`config.mk`:
```
export PLATFORM = sky130hd
export DESIGN_NAME = track_mixer
export DESIGN_NICKNAME = d
export VERILOG_FILES = /design/src/rtl/track_mixer.sv
export SDC_FILE = /design/constraint.sdc
export NUM_CORES = 1
export LEC_CHECK = 0
export CORE_MARGIN = 5
export CORE_UTILIZATION = 35
export CTS_CLUSTER_SIZE = 14
export DETAILED_ROUTE_END_ITERATION = 7
export PLACE_DENSITY_LB_ADDON = 0.1
export SYNTH_ARGS = -nofsm -noshare
export SYNTH_HDL_FRONTEND = slang
export SYNTH_SLANG_ARGS = --single-unit
```
`constraint.sdc`:
```
create_clock -name i_clk -period 5.7 [get_ports i_clk]
set_input_delay 1.14 -clock i_clk [delete_from_list [all_inputs] [get_ports i_clk]]
set_output_delay 1.14 -clock i_clk [all_outputs]
set_load 0.05 [all_outputs]
```
`src/rtl/track_mixer.sv`:
```
// track_mixer: N-track mono mixer with per-track gain, mute and solo.
// A frame strobe snapshots every track sample and control. One multiplier
// is then time-shared across the tracks, one track per cycle. The sum is
// scaled down by the gain fraction and saturated to the sample width.
//
// Ports:
//   i_clk          system clock
//   i_rst          asynchronous reset, active low
//   i_sample_valid one-cycle frame strobe (synchronous to i_clk)
//   i_track_data   packed signed samples, track k at [k*WORD_WIDTH +: WORD_WIDTH]
//   i_track_gain   packed unsigned gains, track k at [k*GAIN_WIDTH +: GAIN_WIDTH]
//   i_mute         1 = track silenced (wins over solo)
//   i_solo         1 = track soloed
//   i_flag_clear   clears the sticky clip/overrun flags
//   o_mix_out      saturated mix; holds its value between frames
//   o_mix_valid    one-cycle pulse when o_mix_out updates
//   o_busy         a frame is being computed
//   o_clip         sticky: a frame saturated
//   o_overrun      sticky: a strobe arrived while busy and was dropped
//
// state  | meaning
// IDLE   | waiting for a frame strobe
// ACCUM  | one track per cycle through the multiplier
// SAT    | scale, saturate and publish the mix
module track_mixer #(
  parameter int WORD_WIDTH = 8,
  parameter int N_TRACKS   = 4,
  parameter int GAIN_WIDTH = 8,
  parameter int GAIN_FRAC  = 6
) (
  input  logic                           i_clk,
  input  logic                           i_rst,
  input  logic                           i_sample_valid,
  input  logic [N_TRACKS*WORD_WIDTH-1:0] i_track_data,
  input  logic [N_TRACKS*GAIN_WIDTH-1:0] i_track_gain,
  input  logic [N_TRACKS-1:0]            i_mute,
  input  logic [N_TRACKS-1:0]            i_solo,
  input  logic                           i_flag_clear,
  output logic [WORD_WIDTH-1:0]          o_mix_out,
  output logic                           o_mix_valid,
  output logic                           o_busy,
  output logic                           o_clip,
  output logic                           o_overrun
);

  localparam int PROD_W = WORD_WIDTH + GAIN_WIDTH + 1;
  // Headroom for N_TRACKS worst-case products, so the sum cannot wrap.
  localparam int ACC_W  = PROD_W + $clog2(N_TRACKS) + 1;
  localparam int IDX_W  = (N_TRACKS > 1) ? $clog2(N_TRACKS) : 1;

  localparam logic [IDX_W-1:0] LAST_IDX = IDX_W'(N_TRACKS - 1);

  localparam logic [1:0] S_IDLE  = 2'd0;
  localparam logic [1:0] S_ACCUM = 2'd1;
  localparam logic [1:0] S_SAT   = 2'd2;

  localparam logic signed [ACC_W-1:0] SAT_MAX = ACC_W'((2 ** (WORD_WIDTH - 1)) - 1);
  localparam logic signed [ACC_W-1:0] SAT_MIN = ~SAT_MAX;

  logic [1:0]                   r_state;
  logic [IDX_W-1:0]             r_idx;
  logic signed [ACC_W-1:0]      r_acc;
  logic signed [WORD_WIDTH-1:0] r_samp [N_TRACKS];
  logic [GAIN_WIDTH-1:0]        r_gain [N_TRACKS];
  logic [N_TRACKS-1:0]          r_active;
  logic [WORD_WIDTH-1:0]        r_mix_out;
  logic                         r_mix_valid;
  logic                         r_clip;
  logic                         r_overrun;

  logic [N_TRACKS-1:0]          w_active;
  logic signed [PROD_W-1:0]     w_samp_x;
  logic signed [PROD_W-1:0]     w_gain_x;
  logic signed [PROD_W-1:0]     w_prod;
  logic signed [ACC_W-1:0]      w_prod_x;
  logic signed [ACC_W-1:0]      w_shift;
  logic                         w_over;
  logic                         w_under;
  logic                         w_busy;

  // Mute/solo are folded into one enable bit per track at snapshot time.
  always_comb begin
    w_active = '0;
    for (int k = 0; k < N_TRACKS; k++) begin
      w_active[k] = ~i_mute[k] & ((i_solo == '0) | i_solo[k]);
    end
  end

  // Gain is unsigned, so it gets a zero sign bit before the signed multiply.
  assign w_samp_x = {{(GAIN_WIDTH + 1){r_samp[r_idx][WORD_WIDTH-1]}}, r_samp[r_idx]};
  assign w_gain_x = {{(WORD_WIDTH + 1){1'b0}}, r_gain[r_idx]};
  assign w_prod   = w_samp_x * w_gain_x;
  assign w_prod_x = {{(ACC_W - PROD_W){w_prod[PROD_W-1]}}, w_prod};

  // Arithmetic shift floors toward -inf.
  assign w_shift  = r_acc >>> GAIN_FRAC;
  assign w_over   = (w_shift > SAT_MAX);
  assign w_under  = (w_shift < SAT_MIN);
  assign w_busy   = (r_state != S_IDLE);

  always_ff @(posedge i_clk or negedge i_rst) begin
    if (!i_rst) begin
      r_state     <= S_IDLE;
      r_idx       <= '0;
      r_acc       <= '0;
      r_active    <= '0;
      r_mix_out   <= '0;
      r_mix_valid <= 1'b0;
      r_clip      <= 1'b0;
      r_overrun   <= 1'b0;
      for (int k = 0; k < N_TRACKS; k++) begin
        r_samp[k] <= '0;
        r_gain[k] <= '0;
      end
    end else begin
      r_mix_valid <= 1'b0;
      case (r_state)
        S_IDLE: begin
          if (i_sample_valid) begin
            for (int k = 0; k < N_TRACKS; k++) begin
              r_samp[k] <= i_track_data[k*WORD_WIDTH +: WORD_WIDTH];
              r_gain[k] <= i_track_gain[k*GAIN_WIDTH +: GAIN_WIDTH];
            end
            r_active <= w_active;
            r_acc    <= '0;
            r_idx    <= '0;
            r_state  <= S_ACCUM;
          end
        end
        S_ACCUM: begin
          if (r_active[r_idx]) begin
            r_acc <= r_acc + w_prod_x;
          end
          if (r_idx == LAST_IDX) begin
            r_state <= S_SAT;
          end else begin
            r_idx <= r_idx + 1'b1;
          end
        end
        S_SAT: begin
          if (w_over) begin
            r_mix_out <= {1'b0, {(WORD_WIDTH - 1){1'b1}}};
          end else if (w_under) begin
            r_mix_out <= {1'b1, {(WORD_WIDTH - 1){1'b0}}};
          end else begin
            r_mix_out <= w_shift[WORD_WIDTH-1:0];
          end
          r_mix_valid <= 1'b1;
          r_state     <= S_IDLE;
        end
        default: r_state <= S_IDLE;
      endcase

      // Set wins over a simultaneous clear.
      r_clip    <= ((r_state == S_SAT) & (w_over | w_under)) | (r_clip & ~i_flag_clear);
      r_overrun <= (i_sample_valid & w_busy) | (r_overrun & ~i_flag_clear);
    end
  end

  assign o_mix_out   = r_mix_out;
  assign o_mix_valid = r_mix_valid;
  assign o_busy      = w_busy;
  assign o_clip      = r_clip;
  assign o_overrun   = r_overrun;

endmodule

```
==> Word-level counts from Yosys, hierarchy flattened <==
Cells that the tools add are included.
{ "word_totals": {"register_bits": 103, "in_bits": 76, "output_inout_bits": 12} }
{ "op_classes": {"add_sub_neg": 2, "n_mul": 1, "magnitude_cmp": 4, "n_eq_ne": 7, "mux": 20, "bitwise_logic": 21, "n_reduce_logical": 8} }
{ "op_table": {"columns": ["op", "n"], "rows": [
  ["8-bit 2-to-1 mux", 6],
  ["20-bit 2-to-1 mux", 2],
  ["20-bit one-hot mux with 2 select lines", 1],
  ["8-bit binary-select mux with 2-bit select", 2],
  ["20-bit by 17-bit adder with 20-bit output", 1],
  ["8-bit by 9-bit multiplier with 17-bit output", 1],
  ["14-bit by 8-bit greater-than comparator with 1-bit output, second input constant", 1],
  ["14-bit by 8-bit < comparator with 1-bit output, second input constant", 1],
  ["1-bit bitwise AND", 8],
  ["2-bit 2-to-1 mux", 4],
  ["2-bit != test, second input constant", 4],
  ["2-bit one-hot mux with 2 select lines", 2],
  ["1-bit OR", 7],
  ["3-bit AND reduction", 2],
  ["1-bit NOT", 5],
  ["2-bit == test, second input constant", 2],
  ["4-bit logical NOT", 1],
  ["2-bit AND reduction", 2],
  ["2-bit nonzero test", 2],
  ["3-bit >= comparator, second input constant", 1],
  ["2-bit by 3-bit < comparator with 1-bit output, second input constant", 1],
  ["2-bit NOT with 3-bit output", 1],
  ["2-bit by 1-bit adder with 2-bit output, second input constant", 1],
  ["1-bit binary-select mux with 2-bit select", 1],
  ["3 further kinds", 4]
]} }

==> Longest topological paths before layout <==
Gate-level depths: netlist of the first run.
{ "logic_depth": {"word_depth": 8, "depth_mapped": 21} }

==> Least setup slack after synthesis of the first run <==
No wires, ideal clock.
{ "synth_path": {"path_type": "reg-to-reg", "from": "reg r_idx[0]", "to": "reg r_acc[19]", "setup_time_ns": 0.133, "arrival_time_ns": 5.396, "required_ns": 5.567, "path_slack_ns": 0.170, "stages_incl_launch_ff": 18, "cell_sequence": "dfrtp_1 > buf_4 > buf_2 > mux4_2 > nand2_1 > fa_1 > fa_1 > inv_1 > fa_1 > fa_1 > fa_1 > ha_1 > a21o_1 > a31oi_1 > a21oi_1 > o31ai_1 > or4_4 > nand3_2"} }
{ "synth_via": {"elab_chain_len": 8, "word_cells_on_any_way": 15} }
{ "synth_lines": {"columns": ["item", "line_no", "source"], "rows": [
  ["from (decl)", "61", "logic [IDX_W-1:0] r_idx;"],
  ["from (signal assigned)", "137", "r_idx <= r_idx + 1'b1;"],
  ["2-bit NOT with 3-bit output (implied by the code)", "90, 91", null],
  ["8-bit binary-select mux with 2-bit select, on equally long branches", "90, 91", null],
  ["8-bit 2-to-1 mux, on equally long branches (2 in series)", "90, 91", null],
  ["8-bit by 9-bit multiplier with 17-bit output", "92", "assign w_prod = w_samp_x * w_gain_x;"],
  ["20-bit by 17-bit adder with 20-bit output", "132", "r_acc <= r_acc + w_prod_x;"],
  ["20-bit 2-to-1 mux", "131", "if (r_active[r_idx]) begin"],
  ["20-bit one-hot mux with 2 select lines", "117", "case (r_state)"],
  ["to (signal assigned)", "132", null],
  ["to (decl)", "62", "logic signed [ACC_W-1:0] r_acc;"]
]} }
Several ways; a longest one is shown, not always the timed one. The select of a mux whose other input is x is not followed.
A chain may end at the register's enable or synchronous reset.

==> Final worst setup path of the first run <==
Same ends and word-level chain as after synthesis.

==> summary.txt, run 1 <==
Yosys
  • Synth cell count leaders: nand2_1 (263), dfrtp_1 (103), inv_1 (77)
  • Asr flop ratio synth: 1.000
  • Top cells by area, synth: dfrtp_1 (35%), fa_1 (14%), nand2_1 (14%)
  • EDFF count, synth: 0
  • Leading area contributor after synthesis: dfrtp_1
  • Mapped cell area: 7277 sq um
  • Synth Warn #: 0
  • Post-Syn Nets: 965
  • Post-synth top flop: dfrtp_1
  • Cells after Synth: 777
  • Avg Inst Size Synth: 9.365 sq um
  • Most common cell in the netlist: nand2_1
  • Top cell type's share of synthesized area: 0.3542
  • Post-synthesis sequential area ratio: 0.3542
  • FF+latch count, synth: 103
  • Distinct cells, synth: 52

Floorplanning
  • Initial Util: 0.3573
  • Boundary Pins: 88
  • Die X: 154.2 um
  • Core area: 20360 sq um
  • Die Footprint: 23770 sq um
  • Row Count: 52
  • Die height: 154.2 um

STA
  • Setup TNS: 0 ns
  • Final worst slack: 0.2064 ns
  • Layout Skew: 0.008368 ns
  • Max Slew Vio Count: 0
  • RSZ-0062 raised after global routing: no
  • Hold WS: 0.4724 ns
  • Hold Vio Cnt, Final: 0
  • Rel. slew slack: 0.3245
  • Slew of the pin with the lowest slew margin: 1.013 ns
  • Minimum clock period: 5.494 ns
  • Final critical-path share of the clock period: 0.9638
  • FMAX: 182.0 MHz
  • Final setup viols: 0

CTS
  • Setup Fix Bufs, Post-CTS: 0
  • CTS root buffer: clkbuf_16
  • CTS tree: done
  • H-tree depth: 3
  • Clock slew at reported path FFs: 0.08 ns
  • Num CTS Buffers: 9
  • Worst-Skew Late Latency: 0.36 ns
  • Clk buf depth: 2
  • Clk sinks: 103

Worst hold path
  • Min-Delay Startpoint: r_gain[20]
  • Worst hold path class: flip-flop to flip-flop
  • Hold Path Stages: 2

Flow run
  • Max-cap violations: 0

Worst setup path
  • Crit-path max FO: 15
  • WS Path Type: flip-flop to flip-flop
  • Worst R2R Start: r_idx[0]
  • Critical Path Source: r_idx[0]
  • Req. time, crit path: 6.01 ns
  • Reg2reg path depth: 16
  • Worst Setup End Kind: flip-flop
  • WP data arrival: 5.80 ns
  • Worst setup SP type: flip-flop

Cells and area
  • Fillers: 2001
  • Antenna Cells: 0
  • Area Growth Syn to Fin: 21.87%
  • Fin nets: 1055
  • Share of post-route cells with drive strength above 1: 0.07454

Detailed routing
  • Via/cell ratio: 4.801
  • Detail Route Antenna Nets: 0
  • DRT Pass-1 Iters: 4
  • DR WL/cell: 15.67 um
  • Total Wirelength: 17.90 mm
  • Detailed Route Iter0 Violations: 244
  • Via count: 5483
  • DRC viols: 0

Global route
  • All-Layer GR Usage: 0.1564
  • Largest net degree at the start of global routing: 81
  • First-pass GRT wire length: 29.98 mm
  • Vias in the first global route: 5820
  • Total gr overflow: 0
  • Initial antenna violation count: 0

Place
  • # port buffers: 87
  • Routability cong.: 0.8473
  • Setup WS pre-CTS: 0.08949 ns
  • Post-DP HPWL: 13.84 mm

Status
  • Status: completed
cell families (layout without fill, tap and decap cells):
family | after synthesis | count (layout) | synth area share
DFF | 103 | 103 | 0.3542
AOI/OAI and AO/OA | 75 | 75 | 0.06241
xor gates and xnor gates | 12 | 12 | 0.01651
adders and majority gates | 112 | 112 | 0.2452
and+or+nand+nor | 348 | 348 | 0.2039
buffers and inverters | 105 | 200 | 0.05760
muxes | 22 | 22 | 0.06018
layout make-up:
cell class / instances / area, sq um / area share
well taps: 270 / 337.8 / 0.03809
multi-input cells: 569 / 4304 / 0.4853
clock inverters: 7 / 88.84 / 0.01002
inverters: 78 / 297.8 / 0.03358
clock buffers: 9 / 225.2 / 0.02540
flip-flops and latches: 103 / 2579 / 0.2908
repair buffers: 106 / 1036 / 0.1168
what timing repair did:
item / CTS / global route
setup endpoints to repair: 0 / 5
resized for setup: 0 / 5
hold buffers: 0 / 0
cells in the final DEF, fill, tap and decap left out, drive strengths merged, types with 3 or more instances in the layout:
cell type      instances
o21ai                 32
fa                    51
nor3                   5
buf                   20
nand2b                 4
a21oi                 12
a211oi                 4
o21a                   3
nand4                  5
clkdlybuf4s50         86
nor2b                  3
mux2i                  4
nand3                  9
clkbuf                 9
o31ai                 11
inv                   81
nand2                264
xor2                   4
ha                    61
clkinv                 3
and2                  29
dfrtp                103
a31oi                  4
mux4                  16
nor2                  17
xnor2                  8
path summary, 6_finish.rpt:
path                              endpoint  slack [ns]
worst max-delay path             r_acc[19]        0.21
worst min-delay path            r_gain[20]        0.47
worst max register to register   r_acc[19]        0.21
worst min register to register  r_gain[20]        0.47
max in group asynchronous        r_gain[4]        3.75
min in group asynchronous        r_acc[18]        0.84
registers in the layout, summed over array words and instances (netlist names):
signal       flops
r_gain          32
o_mix_valid      1
r_acc           20
o_overrun        1
r_idx            2
r_active         4
o_clip           1
r_samp          32
r_state          2
o_mix_out        8
layer usage:
layer	wire, um	track usage	up-vias
met5	0	0	-
met4	353	0.05214	0
met3	588	0.02822	29
met2	8552	0.2577	82
met1	8406	0.2093	2686
li1	-	-	2686
per-stage QoR:
| step | instance area [sq um] | cells | util |
|---|---|---|---|
| floorplan | 7277 | 777 | - |
| global placement | 8537 | 1126 | 0.4192 |
| detailed placement | 8537 | 1126 | 0.4192 |
| CTS | 8851 | 1142 | 0.4346 |
| global route | 8869 | 1142 | 0.4355 |
| finish | 8869 | 1142 | 0.4355 |
critical path, stage by stage, from the launching register on:
cell	delay, ns
dfrtp_2	0.41
buf_12	0.18
mux4_2	0.64
and2_1	0.23
fa_1	0.45
fa_1	0.56
fa_1	0.44
fa_1	0.51
fa_1	0.41
ha_2	0.39
a21o_1	0.17
a31oi_2	0.07
a21oi_2	0.16
o31ai_1	0.09
buf_4	0.15
or4_4	0.50
nand3_2	0.08
Power of run 1 is left out: the tool's default activity adds up to more than one toggle a clock period on the data nets, which glitch-free logic cannot reach.
==> inputs of run 2 (changes only) <==
--- a/config.mk
+++ b/config.mk
@@ -5,7 +5,8 @@
 export SDC_FILE = /design/constraint.sdc
 export NUM_CORES = 1
 export LEC_CHECK = 0
-export CORE_MARGIN = 5
+export CORE_ASPECT_RATIO = 2
+export CORE_MARGIN = 4
 export CORE_UTILIZATION = 35
 export CTS_CLUSTER_SIZE = 14
 export DETAILED_ROUTE_END_ITERATION = 7
==> summary.txt, run 2 (synthesis gave the netlist of run 1 again) <==
CTS
  • Clock slew at reported path FFs: 0.07 ns (about the same)
  • H-tree depth: 3 (unchanged)
  • CTS root buffer: clkbuf_16
  • Clk buf depth: 2 (unchanged)
  • CTS tree: done
  • Num CTS Buffers: 9 (unchanged)
  • Clk sinks: 103 (unchanged)
  • Hold_buf cts: 0 (unchanged)
  • Worst-Skew Late Latency: 0.36 ns (about the same)

Global route
  • Initial antenna violation count: 0 (unchanged)
  • Largest net degree at the start of global routing: 66 (-19%)
  • Vias in the first global route: 5902 (+1.4%)
  • All-Layer GR Usage: 0.1681 (+0.01168)
  • First-pass GRT wire length: 30.02 mm (+0.14%)
  • Total gr overflow: 0 (unchanged)

Worst setup path
  • CP top delay family: adder cells
  • Most used cell along the critical path: fa_1
  • Slowest Stage Delay on Critical Path: 0.61 ns (-0.03 ns)
  • Worst setup SP type: flip-flop
  • CP max-delay cell: mux4_2
  • Crit-path max FO: 8 (-7)
  • Req. time, crit path: 6.00 ns (about the same)
  • Worst Setup End Kind: flip-flop
  • Crit-path cells: buf_4 -> mux4_2 -> or2b_1 -> fa_1 -> inv_1 -> fa_1 -> inv_1 -> fa_1 -> inv_1 -> fa_1 -> ha_1 -> ha_1 -> nand4_1 -> a21oi_2 -> o31ai_1 -> buf_4 -> or4_4 -> nand3_2
  • WP data arrival: 5.80 ns (about the same)
  • Critical path buffers and inverters: 5 (+3)
  • WS Path Type: flip-flop to flip-flop

Detailed routing
  • Via/cell ratio: 4.798 (about the same)
  • Via count: 5470 (-0.24%)
  • DRC viols: 0 (unchanged)
  • DR WL/cell: 15.96 um (+1.8%)
  • Total Wirelength: 18.20 mm (+1.7%)
  • Detail Route Antenna Nets: 0 (unchanged)
  • DRT Pass-1 Iters: 4 (unchanged)
  • Detailed Route Iter0 Violations: 176 (-28%)

STA
  • Slew of the pin with the lowest slew margin: 0.9788 ns (-0.03446 ns)
  • Layout Skew: 0.007954 ns (-0.0004143 ns)
  • FMAX: 181.9 MHz (about the same)
  • Final critical-path share of the clock period: 0.9643 (about the same)
  • RSZ-0062 raised after global routing: no
  • Max Slew Vio Count: 0 (unchanged)
  • Minimum clock period: 5.497 ns (+0.003028 ns)
  • Rel. slew slack: 0.3475 (+0.02297)
  • Hold Vio Cnt, Final: 0 (unchanged)
  • Final setup viols: 0 (unchanged)
  • Setup TNS: 0 ns (unchanged)

Cells and area
  • Antenna Cells: 0 (unchanged)
  • Area Growth Syn to Fin: 21.96% (about the same)
  • Most common cell after layout, fill and taps aside: nand2_1
  • Most frequent cells in the layout: nand2_1 (262), dfrtp_1 (102), clkdlybuf4s50_1 (86), inv_1 (77), ha_1 (59)
  • Fin nets: 1057 (+0.19%)
  • Top flop regs: r_gain (32), r_samp (32), r_acc (20)
  • Fillers: 2004 (+0.15%)
  • Share of post-route cells with drive strength above 1: 0.07895 (+0.004406)

Floorplanning
  • Die X: 110.0 um (-29%)
  • Die height: 211.9 um (+37%)
  • Initial Util: 0.3556 (-0.001704)
  • Die Footprint: 23300 sq um (-2.0%)
  • Boundary Pins: 88 (unchanged)
  • Core area: 20460 sq um (+0.48%)
  • Row Count: 74 (+42%)

Place
  • Routability cong.: 0.9215 (+8.8%)
  • Post-DP HPWL: 14.79 mm (+6.9%)
  • # port buffers: 87 (unchanged)

Worst hold path
  • Worst hold path class: flip-flop to flip-flop

Flow run
  • Max-cap violations: 0 (unchanged)

Status
  • Status: completed
-- run 2: repair_timing --
action / CTS / global route
gates resized for setup: 0 / 9
endpoints found under the setup margin: 0 / 8
setup buffers: 0 / 4
-- run 2: layer usage --
layer  up-vias  share of wire  global-route usage
li1       2696              -                   -
met1      2654           0.37              0.1798
met2        91           0.58              0.3171
met3        29          0.024             0.02380
met4         0          0.034             0.07275
met5         -              0                   0
-- run 2: layout make-up --
| class | count | area [sq um] | share of cell area |
|---|---|---|---|
| multi-input combinational | 569 | 4320 | 0.4868 |
| sequential | 103 | 2579 | 0.2906 |
| timing repair buffer | 108 | 1055 | 0.1188 |
| tap | 266 | 332.8 | 0.03750 |
| inverter | 78 | 297.8 | 0.03355 |
| clock buffer | 10 | 239.0 | 0.02693 |
| clock inverter | 6 | 51.30 | 0.005780 |
-- run 2: worst min-delay path, stage by stage, from the launching register on --
cell and delay, ns:
dfrtp_1 0.34, nand2_1 0.05, o31ai_1 0.05
-- run 2: path summary, 6_finish.rpt --
| path | cells past startpoint | slack, ns | to | start |
|---|---|---|---|---|
| max | 18 | 0.20 | r_acc[19] | r_idx[0] |
| min | 2 | 0.47 | r_active[0] | r_active[0] |
| max reg2reg | 18 | 0.20 | r_acc[19] | r_idx[0] |
| min reg2reg | 2 | 0.47 | r_active[0] | r_active[0] |
| max in group asynchronous | 2 | 3.72 | r_samp[5] | i_rst |
| min in group asynchronous | 1 | 0.76 | r_active[2] | i_rst |
-- run 2: through the flow --
stage                     std cells  setup WS, ns  hold slack, ns  cell area [sq um]  utilization
final                          1140        0.2034          0.4710               8875       0.4337
after global routing           1140      0.003852          0.4980               8875       0.4337
after CTS                      1136       0.03095          0.4766               8807       0.4304
after detailed placement       1120       0.08550          0.4586               8517       0.4162
after global placement         1120        0.1573          0.4568               8517       0.4162
after floorplan                 777        0.1703          0.4373               7277            -
Power of run 2 is left out for the same reason.
